<file path="src/rtl/uart_tx.sv">
// 8N1 UART transmitter: LSB first, idle-high line, registered outputs.
// One frame per txStart assertion, gated by txEn; a held txStart does not retrigger.
module uart_tx #(
  parameter int unsigned CLKS_PER_BIT = 434
) (
  input  logic       clk,
  input  logic       rst_n,
  input  logic [7:0] tx_data,
  input  logic       txEn,
  input  logic       txStart,
  output logic       tx,
  output logic       txBusy,
  output logic       txDone
);

  localparam int unsigned BW = $clog2(CLKS_PER_BIT);
  localparam logic [BW-1:0] BAUD_LAST = BW'(CLKS_PER_BIT - 1);

  typedef enum logic [2:0] {
    IDLE,
    START,
    DATA,
    STOP,
    DONE
  } state_t;

  state_t        state, state_d;
  logic [BW-1:0] baud, baud_d;
  logic [2:0]    bit_idx, bit_idx_d;
  logic [7:0]    shreg, shreg_d;
  logic          armed, armed_d;
  logic          tx_d, busy_d, done_d;
  logic          accept;
  logic          baud_last;

  assign accept    = (state == IDLE) && armed && txEn && txStart;
  assign baud_last = (baud == BAUD_LAST);

  always_ff @(posedge clk or negedge rst_n) begin
    if (!rst_n) begin
      state   <= IDLE;
      baud    <= '0;
      bit_idx <= '0;
      shreg   <= '0;
      armed   <= 1'b1;
      tx      <= 1'b1;
      txBusy  <= 1'b0;
      txDone  <= 1'b0;
    end else begin
      state   <= state_d;
      baud    <= baud_d;
      bit_idx <= bit_idx_d;
      shreg   <= shreg_d;
      armed   <= armed_d;
      tx      <= tx_d;
      txBusy  <= busy_d;
      txDone  <= done_d;
    end
  end

  always_comb begin
    state_d   = state;
    baud_d    = baud;
    bit_idx_d = bit_idx;
    shreg_d   = shreg;
    armed_d   = armed;

    if (!txStart) begin
      armed_d = 1'b1;
    end

    unique case (state)
      IDLE: begin
        if (accept) begin
          state_d   = START;
          baud_d    = '0;
          bit_idx_d = '0;
          shreg_d   = tx_data;
          armed_d   = 1'b0;
        end
      end
      START: begin
        if (baud_last) begin
          state_d = DATA;
          baud_d  = '0;
        end else begin
          baud_d = baud + 1'b1;
        end
      end
      DATA: begin
        if (baud_last) begin
          baud_d = '0;
          // Index stops at 7 and the last bit is never shifted out early.
          if (bit_idx == 3'd7) begin
            state_d = STOP;
          end else begin
            bit_idx_d = bit_idx + 3'd1;
            shreg_d   = {1'b0, shreg[7:1]};
          end
        end else begin
          baud_d = baud + 1'b1;
        end
      end
      STOP: begin
        if (baud_last) begin
          state_d = DONE;
          baud_d  = '0;
        end else begin
          baud_d = baud + 1'b1;
        end
      end
      DONE: begin
        state_d = IDLE;
      end
      default: begin
        state_d = IDLE;
      end
    endcase
  end

  // Outputs are decoded from next-state values so they are registered yet aligned with the state.
  always_comb begin
    tx_d   = 1'b1;
    busy_d = 1'b0;
    done_d = 1'b0;
    unique case (state_d)
      START: begin
        tx_d   = 1'b0;
        busy_d = 1'b1;
      end
      DATA: begin
        tx_d   = shreg_d[0];
        busy_d = 1'b1;
      end
      STOP: begin
        busy_d = 1'b1;
      end
      DONE: begin
        done_d = 1'b1;
      end
      default: begin
        tx_d = 1'b1;
      end
    endcase
  end

endmodule

</file>
<file path="config.mk">
export PLATFORM = sky130hd
export DESIGN_NAME = uart_tx
export DESIGN_NICKNAME = d
export VERILOG_FILES = /design/src/rtl/uart_tx.sv
export SDC_FILE = /design/constraint.sdc
export NUM_CORES = 1
export LEC_CHECK = 0
export CAP_MARGIN = 20
export CORE_MARGIN = 8
export CORE_UTILIZATION = 39
export CTS_BUF_LIST = sky130_fd_sc_hd__clkbuf_2 sky130_fd_sc_hd__clkbuf_4 sky130_fd_sc_hd__clkbuf_8
export CTS_CLUSTER_SIZE = 30
export DETAILED_ROUTE_END_ITERATION = 10
export PLACE_DENSITY_LB_ADDON = 0.15
export SYNTH_ARGS = -nofsm -noshare
export SYNTH_HDL_FRONTEND = slang
export SYNTH_SLANG_ARGS = --single-unit
</file>
<file path="constraint.sdc">
create_clock -name clk -period 1.9 [get_ports clk]
set_clock_uncertainty 0.05 [all_clocks]
set_input_delay 0.38 -clock clk [delete_from_list [all_inputs] [get_ports clk]]
set_output_delay 0.38 -clock clk [all_outputs]
set_load 0.01 [all_outputs]
</file>
* Word-level counts from Yosys, hierarchy flattened *
Cells that the tools add are included.

word-level totals
  input port bits = 12
  memories kept = 0
  bits in read-only memories = 0
  flip-flop bits (word level) = 27
  bits in latches = 0
  bits in writable memories = 0
  output and inout port bits = 3

operators by class
  $lt $le $gt $ge = 0
  equal/unequal tests = 12
  shift operators = 0
  div/mod/pow operators = 0
  multipliers = 0
  reduce and logical (&&, ||, !) cells = 10
  add/subtract/negate cells = 2
  multiplexer cells = 23
  bitwise operators = 0

operators with widths
  cell                   number
  $mux W3                8
  $mux W8                3
  $mux W9                2
  $pmux W9 S2            1
  $pmux W8 S2            1
  $eq A3 B2 Y1 const B   4
  $pmux W3 S4            1
  $add A9 B1 Y9 const B  1
  $eq A9 B9 Y1 const B   1
  $eq A3 B1 Y1 const B   2
  $eq A3 B3 Y1 const B   2
  $ne A2 B2 Y1 const B   3
  $pmux W3 S2            1
  $reduce_or A3 Y1       2
  $mux W1                5
  $reduce_and A4 Y1      1
  $reduce_bool A2 Y1     2
  $add A3 B1 Y3 const B  1
  $logic_and A1 B1 Y1    3
  $logic_not A3 Y1       1
  $pmux W1 S2            1
  $reduce_and A2 Y1      1

* Longest topological paths before layout *
  depth after elaboration = 9
  mapped depth = 8

* Worst setup path after synthesis *
OpenSTA, ideal clock, no wires.

  kind = register to register
  from = reg bit_idx[0]
  to = reg bit_idx[0]
  data arrival time = 1566 ps
  buffers on the path = 0
  data required time = 1725 ps
  stages on the path, launching flop included = 7
  library setup time = 125 ps
  path slack = 159 ps
  period minus slack after synthesis = 1741 ps
  path through = dfrtp_1 > ha_1 > ha_1 > nor3_1 > and4_4 > nor2_2 > mux2_2

between the ends
  longest elaborated chain between the ends = 4
  elaborated cells between the ends (all ways) = 7

ends and longest elaborated chain
  element                 line  RTL
  start, declared         29    logic [2:0] bit_idx, bit_idx_d;
  start signal, assigned  52    bit_idx <= bit_idx_d;
  $add A3 B1 Y3           97    bit_idx_d = bit_idx + 3'd1;
  $mux W3                 94    if (bit_idx == 3'd7) begin
  $mux W3                 91    if (baud_last) begin
  $pmux W3 S2             72    unique case (state)

Several ways; a longest one is shown, not always the timed one. The select of a mux whose other input is x is not followed.
A chain may end at the register's enable or synchronous reset.

* Final worst setup path *
  from = reg tx
  to = out tx

RTL lines
  element                 line  RTL
  start, declared         11    output logic tx,
  start signal, assigned  55    tx <= tx_d;

No word-level cell between the ends.

==> summary.txt <==
Global routing
  – Initial antenna violation count: 0
  – Gr usage total: 0.102
  – First-pass GRT wire length: 5070 um
  – Largest net degree at the start of global routing: 28
  – Grt total ovfl: 0
  – Vias in the first global route: 1,109

Placement
  – Placed instance count: 195
  – Hpwl dp: between 2000 and 2500 um
  – Placed instance area: 1590 sq um
  – Port Buffer Count: 14
  – Routability Congestion: about 0.80
  – Dpl ws: -0.0426 ns

Setup path
  – Startpoint Class: flip-flop
  – Crit path kind: flip-flop to primary output
  – Worst r2r src: bit_idx[0]$_DFFE_PN0P_
  – CP bufs+invs: 1
  – Crit path arrival time: 1.38 ns
  – Worst path required time: 1.47 ns
  – Worst setup EP type: primary output
  – Critical Path Stages: 1
  – CP max-delay cell: dfstp_2
  – CP delay by family, top: flip-flops
  – RR Endpoint: bit_idx[0]$_DFFE_PN0P_
  – FF-to-FF path depth: 6
  – Cells along the critical path: clkdlybuf4s50_1
  – Reg2reg setup slack: 0.10 ns
  – Max stage delay on crit path: 0.54 ns
  – Critical Path Fanout Max: 1

Floorplan
  – Die Y: 76.2 um
  – Core Rows: 22
  – Chip width: 76.2 um
  – Core Footprint: ~3600 sq um
  – Boundary Pins: 15
  – Die area: 5800 sq um
  – Starting density of the core: 0.395

Timing
  – Worst-Margin Slew: 0.408 ns
  – Worst hold margin: ~0.37 ns
  – Period utilisation layout: 0.955
  – Worst setup margin: about 0.086 ns
  – Post-Route Setup TNS: 0 ns
  – Peak Freq: 551 MHz
  – Tmin final: between 1.5 and 2 ns
  – Slew headroom: 0.728
  – Hold Vio Cnt, Final: 0
  – RSZ-0062 raised after global routing: false
  – Max-slew violations: 0
  – Final setup vio count: 0

Drt
  – First-pass iteration count of the detailed router: 4
  – Vias: 1,064
  – DR WL/cell: 13.9 um
  – Starting DRT DRC Count: 121
  – Vias per cell: 5.27
  – Antenna violation net count after detailed routing: 0
  – Drc violations: 0
  – DRT Wirelength: around 2800 um

Finish
  – Layout cell share with drive strength beyond 1: 0.169
  – Layout Nets: roughly 170
  – Area growth syn-to-layout: 16.6%
  – Commonest cells after routing, fill and taps aside: dfrtp_1, clkdlybuf4s50_1, nand2_1, nand3_1
  – Fin area: 1650 sq um
  – Number of diodes: 0
  – Non-filler cells in the finished layout: 202
  – Most common cell after layout, fill and taps aside: dfrtp_1

Yosys
  – Mapped cell area: 1410 sq um
  – Synth Warn #: 0
  – Sequential area share after synthesis: 0.480
  – Synth cell types: 37
  – Mapped Avg Cell Area: 10.5 sq um
  – Synthesis-stage register bit count: 27
  – Main synth FF type: dfrtp_1
  – FFs w/ async S/R, synth: 1.00
  – Syn nets: 150
  – Area share of the leading cell type in the synthesized netlist: 0.443
  – Area contributors post-synth: dfrtp_1, a22o_1, a21o_1
  – Cells after synthesis: 134
  – Cell type with the largest total area after synthesis: dfrtp_1
  – Number of flops mapped to enable cells by yosys: 0

CTS
  – Skew-Pair Late Insertion Delay: between 0.3 and 0.4 ns
  – CTS tree: built
  – H-Tree Level Count: 1
  – Clock root cell: clkbuf_4
  – Sink Count: 27
  – CTS buffer count: 3
  – Cts hold-fix bufs: 0
  – Clock tree buffer depth: 2
  – Clk slew on worst S/H paths: ~0.15 ns

Outcome
  – Status: finished clean

Pwr
  – Pwr dens: 525 nW/um^2
  – LEAKAGE: 0.782 nW
  – Peak supply drop: 0.202 mV

Min path
  – Hold Crit Class: input pin to async pin

Run
  – Max Cap Viol: 0
==> per-layer routing <==
layer	routed length, um	part of all wire	vias to the layer above	global-route usage
met4	12	0.0043	0	0.0288
met5	0	0	-	0
li1	-	-	538	-
met1	1310	0.47	503	0.124
met3	121	0.043	2	0.0236
met2	1360	0.49	21	0.174
==> Yosys cell counts (2+ instances only) <==
cell type / n
a211oi_1: 2
a21o_1: 9
a21oi_1: 6
a21oi_2: 2
a22o_1: 10
buf_4: 2
buf_6: 5
dfrtp_1: 25
dfstp_2: 2
ha_1: 4
inv_1: 4
mux2_2: 2
mux2i_1: 2
nand2_1: 11
nand3_1: 11
nand4_1: 5
nor2_1: 8
o21ai_0: 5
==> registers in the layout (all words and copies together) (netlist names) <==
| signal | cells |
|---|---|
| shreg | 8 |
| armed | 1 |
| bit_idx | 3 |
| state | 3 |
| tx | 1 |
| baud | 9 |
| txBusy | 1 |
| txDone | 1 |
==> area by class of cell <==
cell class	count	area [sq um]
Fill cell	347	1930
Sequential cell	27	678
Multi-Input combinational cell	95	648
Timing Repair Buffer	24	215
Tap cell	48	60.1
Clock buffer	3	22.5
Inverter	4	15.0
Clock inverter	1	7.51
==> repair_timing <==
| item | in CTS | in global routing |
|---|---|---|
| resized for setup | 1 | 0 |
| endpoints found under the setup margin | 2 | 5 |
| pin swaps | 0 | 1 |
| setup buffers | 0 | 3 |
==> cell families (layout without fill, tap and decap cells) <==
kind of cell / after synthesis / after routing / synth area share
xor+xnor: 2 / 2 / 0.0124
mux: 4 / 4 / 0.0301
compound gates: 39 / 39 / 0.200
buf+inv: 12 / 32 / 0.0646
fa+ha+maj: 4 / 4 / 0.0354
simple gates: 46 / 46 / 0.177
flops: 27 / 27 / 0.480
==> worst max path at each step <==
| stage | startpoint | end | slack (ns) |
|---|---|---|---|
| after floorplan | bit_idx[0]$_DFFE_PN0P_ | bit_idx[0]$_DFFE_PN0P_ | 0.16 |
| after global placement | txStart | shreg[0]$_DFF_PN0_ | -0.003 |
| after detailed placement | txStart | shreg[0]$_DFF_PN0_ | -0.04 |
| after CTS | bit_idx[0]$_DFFE_PN0P_ | bit_idx[0]$_DFFE_PN0P_ | 0.007 |
| after global routing | baud[0]$_DFFE_PN0P_ | shreg[4]$_DFFE_PN0P_ | 0.01 |
| final | tx$_DFF_PN1_ | tx | 0.09 |
==> through the flow <==
stage | total power, mW | util
CTS | 0.883 | 0.454
global placement | 0.623 | 0.444
global route | 0.913 | 0.460
detailed placement | 0.624 | 0.444
finish | 0.864 | 0.460
floorplan | 0.587 | -
==> where the power goes <==
group / switching, mW / internal (mW)
combinational: 0.0155 / 0.0216
clock: 0.171 / 0.0804
sequential: 0 / 0.575
No activity file was read; power rests on OpenSTA's default activity.
